[config.mk]
export PLATFORM = sky130hd
export DESIGN_NAME = core_idu_pipe
export DESIGN_NICKNAME = d
export VERILOG_FILES = /design/src/rtl/core_idu_pipe.sv
export SDC_FILE = /design/constraint.sdc
export NUM_CORES = 1
export LEC_CHECK = 0
export ABC_AREA = 0
export BUFFER_PORTS_ARGS = -buffer_cell sky130_fd_sc_hd__buf_2
export CAP_MARGIN = 20
export CORE_AREA = 2 2 288 290
export CTS_BUF_LIST = sky130_fd_sc_hd__clkbuf_8
export DETAILED_ROUTE_END_ITERATION = 10
export DIE_AREA = 0 0 290 292
export HOLD_SLACK_MARGIN = 0.05
export PLACE_DENSITY = 0.47
export RECOVER_POWER = 50
export SETUP_SLACK_MARGIN = 0.4
export SYNTH_ARGS = -nofsm -noshare
export SYNTH_HDL_FRONTEND = slang
export SYNTH_SLANG_ARGS = --single-unit
[constraint.sdc]
create_clock -name clk -period 9.2 [get_ports clk]
set_input_delay 0.92 -clock clk [delete_from_list [all_inputs] [get_ports clk]]
set_output_delay 0.92 -clock clk [all_outputs]
set_load 0.1 [all_outputs]
[src/rtl/core_idu_pipe.sv]
// core_idu_pipe: RV decode stage with immediate generation, EX/MEM operand
// forwarding, load-use hazard detection, branch resolve and an ID/EX register.
// Ports:
//   clk, rst_n                       clock, async active-low reset
//   in_valid/in_ready, pc_i, instr_i IF/ID handshake and instruction
//   rs1_idx_o/rs2_idx_o              register-file read indices
//   rs1_rdata_i/rs2_rdata_i          register-file read data
//   ex_wen_i/ex_is_load_i/ex_rd_i/ex_result_i
//                                    EX-stage bypass source
//   mem_wen_i/mem_rd_i/mem_result_i  MEM-stage bypass source
//   idx_src_i                        branch base: pc_i or forwarded rs1
//   flush_i, stall_o                 kill request, hazard stall
//   pc_branch_o, br_flags_o          branch target and {eq, lt, ltu}
//   out_valid/out_ready              ID/EX handshake
//   pc_o, instr_o, imm_o, rd_o       registered instruction fields
//   rs1_data_o/rs2_data_o            registered forwarded operands
module core_idu_pipe #(
    parameter int unsigned XLEN     = 64,
    parameter int unsigned PC_W     = 64,
    parameter int unsigned RF_IDX_W = 5,
    parameter bit          FWD_EN   = 1'b1
) (
    input  logic                clk,
    input  logic                rst_n,
    input  logic                in_valid,
    output logic                in_ready,
    input  logic [PC_W-1:0]     pc_i,
    input  logic [31:0]         instr_i,
    output logic [RF_IDX_W-1:0] rs1_idx_o,
    output logic [RF_IDX_W-1:0] rs2_idx_o,
    input  logic [XLEN-1:0]     rs1_rdata_i,
    input  logic [XLEN-1:0]     rs2_rdata_i,
    input  logic                ex_wen_i,
    input  logic                ex_is_load_i,
    input  logic [RF_IDX_W-1:0] ex_rd_i,
    input  logic [XLEN-1:0]     ex_result_i,
    input  logic                mem_wen_i,
    input  logic [RF_IDX_W-1:0] mem_rd_i,
    input  logic [XLEN-1:0]     mem_result_i,
    input  logic                idx_src_i,
    input  logic                flush_i,
    output logic [PC_W-1:0]     pc_branch_o,
    output logic [2:0]          br_flags_o,
    output logic                stall_o,
    output logic                out_valid,
    input  logic                out_ready,
    output logic [PC_W-1:0]     pc_o,
    output logic [31:0]         instr_o,
    output logic [XLEN-1:0]     imm_o,
    output logic [RF_IDX_W-1:0] rd_o,
    output logic [XLEN-1:0]     rs1_data_o,
    output logic [XLEN-1:0]     rs2_data_o
);

    localparam logic [6:0] OP_LOAD   = 7'b0000011;
    localparam logic [6:0] OP_IMM    = 7'b0010011;
    localparam logic [6:0] OP_IMM32  = 7'b0011011;
    localparam logic [6:0] OP_JALR   = 7'b1100111;
    localparam logic [6:0] OP_STORE  = 7'b0100011;
    localparam logic [6:0] OP_BRANCH = 7'b1100011;
    localparam logic [6:0] OP_LUI    = 7'b0110111;
    localparam logic [6:0] OP_AUIPC  = 7'b0010111;
    localparam logic [6:0] OP_JAL    = 7'b1101111;

    logic [6:0]          opcode;
    logic                is_i;
    logic                is_s;
    logic                is_b;
    logic                is_u;
    logic                is_j;
    logic [31:0]         imm32;
    logic [XLEN-1:0]     imm;
    logic [RF_IDX_W-1:0] rs1_idx;
    logic [RF_IDX_W-1:0] rs2_idx;
    logic [RF_IDX_W-1:0] rd_idx;
    logic                ex_hit1;
    logic                ex_hit2;
    logic                mem_hit1;
    logic                mem_hit2;
    logic                load_use;
    logic                raw_any;
    logic                hazard;
    logic                fire_out;
    logic [XLEN-1:0]     rs1_fwd;
    logic [XLEN-1:0]     rs2_fwd;
    logic [PC_W-1:0]     br_base;

    assign opcode  = instr_i[6:0];
    assign rs1_idx = RF_IDX_W'(instr_i[19:15]);
    assign rs2_idx = RF_IDX_W'(instr_i[24:20]);
    assign rd_idx  = RF_IDX_W'(instr_i[11:7]);

    assign rs1_idx_o = rs1_idx;
    assign rs2_idx_o = rs2_idx;

    // ---------------- immediate generation ----------------
    assign is_i = (opcode == OP_LOAD) || (opcode == OP_IMM) ||
                  (opcode == OP_IMM32) || (opcode == OP_JALR);
    assign is_s = (opcode == OP_STORE);
    assign is_b = (opcode == OP_BRANCH);
    assign is_u = (opcode == OP_LUI) || (opcode == OP_AUIPC);
    assign is_j = (opcode == OP_JAL);

    always_comb begin
        imm32 = '0;
        unique case (1'b1)
            is_i: imm32 = {{20{instr_i[31]}}, instr_i[31:20]};
            is_s: imm32 = {{20{instr_i[31]}}, instr_i[31:25],
                           instr_i[11:7]};
            is_b: imm32 = {{19{instr_i[31]}}, instr_i[31], instr_i[7],
                           instr_i[30:25], instr_i[11:8], 1'b0};
            is_u: imm32 = {instr_i[31:12], 12'b0};
            is_j: imm32 = {{11{instr_i[31]}}, instr_i[31],
                           instr_i[19:12], instr_i[20],
                           instr_i[30:21], 1'b0};
            default: imm32 = '0;
        endcase
    end

    // Widen to XLEN by replicating bit 31 across the full word first.
    always_comb begin
        imm        = {XLEN{imm32[31]}};
        imm[31:0]  = imm32;
    end

    // ---------------- RAW detection ----------------
    assign ex_hit1  = ex_wen_i && (ex_rd_i != '0) && (ex_rd_i == rs1_idx);
    assign ex_hit2  = ex_wen_i && (ex_rd_i != '0) && (ex_rd_i == rs2_idx);
    assign mem_hit1 = mem_wen_i && (mem_rd_i != '0) &&
                      (mem_rd_i == rs1_idx);
    assign mem_hit2 = mem_wen_i && (mem_rd_i != '0) &&
                      (mem_rd_i == rs2_idx);

    // A load in EX has no data yet, so it can never be bypassed.
    assign load_use = ex_is_load_i && (ex_hit1 || ex_hit2);
    assign raw_any  = ex_hit1 || ex_hit2 || mem_hit1 || mem_hit2;
    assign hazard   = in_valid && (load_use || (!FWD_EN && raw_any));

    assign stall_o  = hazard;
    assign fire_out = !out_valid || out_ready;
    assign in_ready = fire_out && !hazard && !flush_i;

    // ---------------- operand forwarding ----------------
    always_comb begin
        rs1_fwd = rs1_rdata_i;
        if (FWD_EN) begin
            if (ex_hit1 && !ex_is_load_i) begin
                rs1_fwd = ex_result_i;
            end else if (mem_hit1) begin
                rs1_fwd = mem_result_i;
            end
        end
    end

    always_comb begin
        rs2_fwd = rs2_rdata_i;
        if (FWD_EN) begin
            if (ex_hit2 && !ex_is_load_i) begin
                rs2_fwd = ex_result_i;
            end else if (mem_hit2) begin
                rs2_fwd = mem_result_i;
            end
        end
    end

    // ---------------- branch resolve ----------------
    assign br_base     = idx_src_i ? rs1_fwd[PC_W-1:0] : pc_i;
    assign pc_branch_o = br_base + imm[PC_W-1:0];
    assign br_flags_o  = {rs1_fwd == rs2_fwd,
                          $signed(rs1_fwd) < $signed(rs2_fwd),
                          rs1_fwd < rs2_fwd};

    // ---------------- ID/EX register ----------------
    // Bubbles and flushes only drop valid; the data fields keep their
    // last loaded value.
    always_ff @(posedge clk or negedge rst_n) begin
        if (!rst_n) begin
            out_valid  <= 1'b0;
            pc_o       <= '0;
            instr_o    <= '0;
            imm_o      <= '0;
            rd_o       <= '0;
            rs1_data_o <= '0;
            rs2_data_o <= '0;
        end else if (flush_i) begin
            out_valid  <= 1'b0;
        end else if (fire_out && in_valid && !hazard) begin
            out_valid  <= 1'b1;
            pc_o       <= pc_i;
            instr_o    <= instr_i;
            imm_o      <= imm;
            rd_o       <= rd_idx;
            rs1_data_o <= rs1_fwd;
            rs2_data_o <= rs2_fwd;
        end else if (fire_out) begin
            out_valid  <= 1'b0;
        end
    end

endmodule

==> metrics.txt, run 1 <==
gr usage total around a fifth; Gate Count Post-Synth around 1900; outcome complete, but fails checks; Clock transition at path regs around 60 ps; crit end category output port; post-route clock period utilization 89.3%; failing checks capacitance limit, slew limit; Syn. warnings 0; leading post-synthesis cells by cell area dfrtp_1 34%, mux2_2 14%, ha_1 7.3%, mux2i_1 6.7%, o21ai_0 4.5%; Critical Path Fanout Max 13; H-Tree Depth 2; cts hold-fix bufs 0; TritonRoute pass-1 iters 5; max_slew headroom -253%; RSZ-0062 raised after global routing false; final hold slack around 470 ps; final net count about 3100; IO buf count between 700 and 800; Vias between 15000 and 20000; CTS tree done; Synth top cells by count 257 x dfrtp_1, 234 x mux2_2, 168 x nand2_1, 168 x o21ai_0, 140 x a21oi_1; Die X between 200 and 300 µm; CTS-repair resized insts 0; Arrival @ worst endpoint 7290 ps; via count of the first global-routing pass 18200; layout filler cell count 8838; Final TNS setup 0 ps; CP required about 8300 ps; fmax 0.122 GHz; Total Wirelength approximately 87 mm; Crit Path Class in2out; layout cells sized above 1 roughly 36%; TritonCTS Sinks about 260; Synth async-reset ratio 100%; clock latency on the worst-skew pair about 680 ps; maxcap violations 3; CTS max path bufs 3; Synth area leader dfrtp_1; Lkg Pwr 0.0113 µW; antenna-violating nets left 0; global-route wire length before repair ~120 mm; row cnt roughly 110; Cell Area, Placed 23900 µm²; Initial Util 23.0%; WL/cell 23.2 µm; io pins between 700 and 800; pin count of the biggest net entering global routing around 180; Root Driver clkbuf_8; Num CTS Buffers between 50 and 60; core area about 82000 µm²; Setup Buffers After CTS 0; top-count cell post-synth dfrtp_1; final hold violation count 0; Pins Over Slew Limit approximately 260; hold path cells 2; drt via density approximately 4.7; Final GP Congestion between 0.8 and 0.9; Final min period between 8000 and 9000 ps; Peak VDD IR between 0.1 and 0.15 mV; Final Non-Filler Cells 3749; post-layout util a little under a third; Placed Instances ~3600; Yosys cell types 82; sequential area share after synthesis 34.3%; R2R depth 5; number of synthesized register bits between 200 and 300; startpoint types input pin; design area 24800 µm²; Storage cell area 6430 µm²; Vert. Die Dim approximately 290 µm; mapped cell area 18800 µm²; Multi-input gate area about 11000 µm²; number of synthesized flops with an enable pin 0; Hold Crit Class reg2reg; syn nets roughly 2400; Pwr Density ~230 nW/µm²; hpwl dp ~70 mm; initial antenna violation count 15; die area 84700 µm²; GRT overflow 0; Worst Clk Skew roughly 62 ps; syn_area_per_cell approximately 9.6 µm²; Final setup viols 0; drt drc 0; P&R area growth vs syn 32.3%; DR iter-0 viols 863; Slew @ Worst Pin ~5300 ps; Main synth FF type dfrtp_1; Yosys top cell area share around 34%
-- layer usage --
metal / share of wire, % / global-route usage, % / routed length (µm)
met1: 41 / 23.6 / 35600
met5: 0.072 / 0 / 63
met2: 49 / 34.4 / 42200
met3: 7.3 / 5.69 / 6320
met4: 3.2 / 6.81 / 2770
-- critical path, stage by stage --
cell and delay [ps]:
buf_2 140, xor2_1 200, or4b_4 750, nor2_8 320, mux2i_1 120, nor2_1 90, a21oi_1 70, o21ai_0 420
ha_1 290, inv_1 70, fa_1 400, nor2b_1 170, o31a_1 200, o21ai_0 110, buf_4 160, o211a_1 300
a2bb2oi_1 200, o31ai_1 270, buf_4 200, a21oi_1 70, buf_4 180, o31ai_2 310, a221oi_2 120, o21ai_1 330
mux2i_1 260, xor2_1 350, buf_12 230
-- path summary, 6_finish.rpt --
kind / startpoint / to / slack, ps
setup / recovery: mem_rd_i[4] / pc_branch_o[56] / 990
hold / removal: rs2_data_o[15] / rs2_data_o[15] / 470
setup reg to reg: out_valid / imm_o[21] / 6180
hold reg to reg: rs2_data_o[15] / rs2_data_o[15] / 470
max in group asynchronous: rst_n / instr_o[29] / 1960
min in group asynchronous: rst_n / pc_o[46] / 2200
-- registers in the layout, indices dropped and copies added, names as in the netlist --
signal / cells
out_valid: 1
instr_o: 32
pc_o: 64
rs2_data_o: 64
rs1_data_o: 64
imm_o: 32
-- logic make-up after synthesis --
| family | synth area share (%) |
|---|---|
| AOI/OAI and AO/OA | 16.0 |
| and+or+nand+nor | 11.9 |
| muxes | 21.6 |
| DFF | 34.3 |
| buffers and inverters | 4.81 |
| adders and majority gates | 7.44 |
| xor gates and xnor gates | 4.11 |
-- stage by stage --
step | power, µW | setup slack [ps]
floorplan | 3740 | 656
global placement | 4440 | 883
detailed placement | 4440 | 730
CTS | 5780 | 716
global route | 5910 | 492
finish | 5670 | 987
-- cell type report --
class,count,area share [%]
timing repair buffer,786,17.5
clock inverter,28,0.801
multi-input combinational,1513,46.3
antenna,6,0.0605
tap,1070,5.39
inverter,23,0.348
sequential,257,25.9
clock buffer,66,3.66
-- cells in the final DEF (no fill, tap or decap), types with 17 or more instances in the layout --
cell,synthesis,routed
buf_2,6,524
dfrtp_1,257,257
mux2_2,234,234
clkbuf_1,81,188
nand2_1,168,167
o21ai_0,168,167
a21oi_1,140,140
mux2i_1,126,126
ha_1,110,110
nor2_1,109,108
clkbuf_8,0,66
xnor2_1,64,64
a21o_1,47,47
inv_1,22,38
buf_4,50,36
buf_12,1,36
nand3_1,31,31
nand4_1,27,27
xor2_1,24,24
nor2b_1,23,23
nor4_1,23,21
nand2b_1,17,17
-- power breakdown --
part           switching [µW]  internal [µW]
clock network             586            706
logic                    2420            541
registers                97.6           1320
Power figures use the tool's default switching activity.
==> run 2: changes to the inputs <==
--- a/config.mk
+++ b/config.mk
@@ -14,7 +14,6 @@
 export DIE_AREA = 0 0 290 292
 export HOLD_SLACK_MARGIN = 0.05
 export PLACE_DENSITY = 0.47
-export RECOVER_POWER = 50
 export SETUP_SLACK_MARGIN = 0.4
 export SYNTH_ARGS = -nofsm -noshare
 export SYNTH_HDL_FRONTEND = slang
==> run 2 against run 1 <==
The run now ends clean. Largest power group unchanged. Flip-flop and latch count unchanged. Worst setup slack gained 8.9 ps. Via count grew 0.30%. Clock skew decreased by 2.7 ps. Wire length is essentially flat. Sequential share of layout area fell by 0.27 points. Register-to-register slack worse by 30 ps. Critical path type unchanged. Highest routed layer unchanged. Maximum frequency grew 0.11%.
==> metrics.txt, run 2 (synthesized netlist as in run 1, its figures left out) <==
CTS max path bufs 3 (unchanged); DR iter-0 viols 838 (-2.9%); Total Wirelength 87.1 mm (about the same); Final TNS setup 0 ps (unchanged); crit end category output port; max_slew headroom 15.7% (+270 points); global-route wire length before repair 125 mm (unchanged); hpwl dp 70.0 mm (unchanged); die area 84700 µm² (unchanged); Pwr Density 227 nW/µm² (-0.41%); Critical Path Fanout Max 13 (unchanged); commonest cells after routing, fill and taps aside 710 x buf_2, 257 x dfrtp_1, 234 x mux2_2; TritonCTS Sinks 257 (unchanged); final hold slack 319 ps (-152 ps); cts hold-fix bufs 0 (unchanged); pin count of the biggest net entering global routing 178 (unchanged); commonest non-fill, non-tap cell in the layout buf_2; outcome completed; CP required 8280 ps (about the same); Final GP Congestion 0.887 (unchanged); Reg power frac 24.7% (-0.2 points); GRT overflow 0 (unchanged); Placed Instances 3640 (unchanged); CTS-repair resized insts 0 (unchanged); IO buf count 743 (unchanged); Final min period 8200 ps (-8.91 ps); crit path buf inv count 6 (unchanged); fmax 0.122 GHz (+0.11%); crit-path most repeated cell buf_4; clock latency on the worst-skew pair 670 ps (about the same); crit path max-delay cell type or4b_4; io pins 744 (unchanged); Initial Util 23.0% (unchanged); Crit path max-delay family compound AO/OA/AOI/OAI gates; r2r setup slk 6150 ps (-30 ps); Vert. Die Dim 292 µm (unchanged); P&R area growth vs syn 33.7%; RSZ-0062 raised after global routing false; post-route clock period utilization 89.2% (-0.097 points); Num CTS Buffers 52 (unchanged); core area 81600 µm² (unchanged); WL/cell 23.2 µm (about the same); final net count 3115 (unchanged); drt via density 4.75 (+0.30%); Net Sw Frac 54.4% (-0.44 points); Final setup viols 0 (unchanged); Pins Over Slew Limit 0 (-100%); Slew @ Worst Pin 1260 ps (-4030 ps); Crit Path Class in2out; Largest regs pc_o: 64 flops, rs1_data_o: 64 flops, rs2_data_o: 64 flops; Worst Clk Skew 59.0 ps (-2.66 ps); H-Tree Depth 2 (unchanged); Logic pwr share 52.7% (+0.4 points); initial antenna violation count 15 (unchanged); gr usage total 19.9% (unchanged); TritonRoute pass-1 iters 5 (unchanged); Clock transition at path regs 60 ps (about the same); Root Driver clkbuf_8; Lkg Pwr 0.0119 µW (+5.2%); Vias 17800 (+0.30%); drt drc 0 (unchanged); NetSw 3100 µW (-0.15%); Pint 2600 µW (+1.6%); Final Non-Filler Cells 3749 (unchanged); Arrival @ worst endpoint 7280 ps (about the same); slowest stage delay, CP 750 ps (about the same); via count of the first global-routing pass 18200 (unchanged); CTS tree done; final hold violation count 0 (unchanged); maxcap violations 0 (-3); antenna-violating nets left 0 (unchanged); layout cells sized above 1 43.0% (+7.0 points); startpoint types input pin; row cnt 105 (unchanged); clock share of power 22.6% (-0.2 points); Peak VDD IR 0.147 mV (-1.5%); Die X 290 µm (unchanged); Hold Crit Class in2async
-- run 2: cell types whose count changed in the layout (fill, tap and decap cells not counted) --
cell / previous run / this run
buf_12: 36 / 37
buf_2: 524 / 710
buf_4: 36 / 37
buf_8: 0 / 1
clkbuf_1: 188 / 0
clkbuf_2: 1 / 0
-- run 2: through the flow --
| stage | area, µm² | utilization, % | setup WS [ps] | power, µW |
|---|---|---|---|---|
| 2_1_floorplan | 18800 | - | 656 | 3740 |
| 3_3_place_gp | 23900 | 29.3 | 883 | 4440 |
| 3_5_place_dp | 23900 | 29.3 | 730 | 4440 |
| 4_1_cts | 25000 | 30.6 | 716 | 5780 |
| 5_1_grt | 25100 | 30.7 | 492 | 5940 |
| 6_report | 25100 | 30.7 | 995 | 5710 |
-- run 2: repair_timing --
action	in CTS	in global routing
hold endpoints to repair	0	0
setup endpoints to repair	0	1
buffers inserted	0	8
-- run 2: path summary, 6_finish.rpt --
path / start / to / cells past startpoint
max reg2reg: out_valid / imm_o[23] / 5
min: rst_n / pc_o[46] / 1
max: mem_rd_i[4] / pc_branch_o[56] / 27
max in group asynchronous: rst_n / rs2_data_o[10] / 2
min in group clk: rs2_data_o[15] / rs2_data_o[15] / 2
min reg2reg: rs2_data_o[15] / rs2_data_o[15] / 2
-- run 2: power groups by stage --
stage	Clock [µW]	Combinational, µW	Sequential, µW
floorplan	0	958	2780
global placement	0	3020	1420
detailed placement	0	3020	1430
CTS	1350	3020	1410
global route	1390	3120	1430
finish	1290	3010	1410
-- run 2: final cells by class --
cell class	instances	area, µm²
tap	1070	1340
multi-input combinational	1513	11500
antenna	6	15.0
inverter	23	86.3
clock inverter	28	199
sequential	257	6430
clock buffer	66	908
fill	8754	56500
timing repair buffer	786	4610
-- run 2: worst reg2reg max path, delay by kind of cell (launching register included) --
kind,cells,cell delay (ps)
buf+inv,1,390
mux,1,990
flops,1,370
simple gates,3,1210
-- run 2: routing by layer --
layer / vias to the layer above / GRT usage (%) / wire length, µm
met4: 10 / 6.81 / 2730
met3: 149 / 5.69 / 6320
met1: 8534 / 23.6 / 35800
met2: 677 / 34.4 / 42200
met5: - / 0 / 73
li1: 8435 / - / -
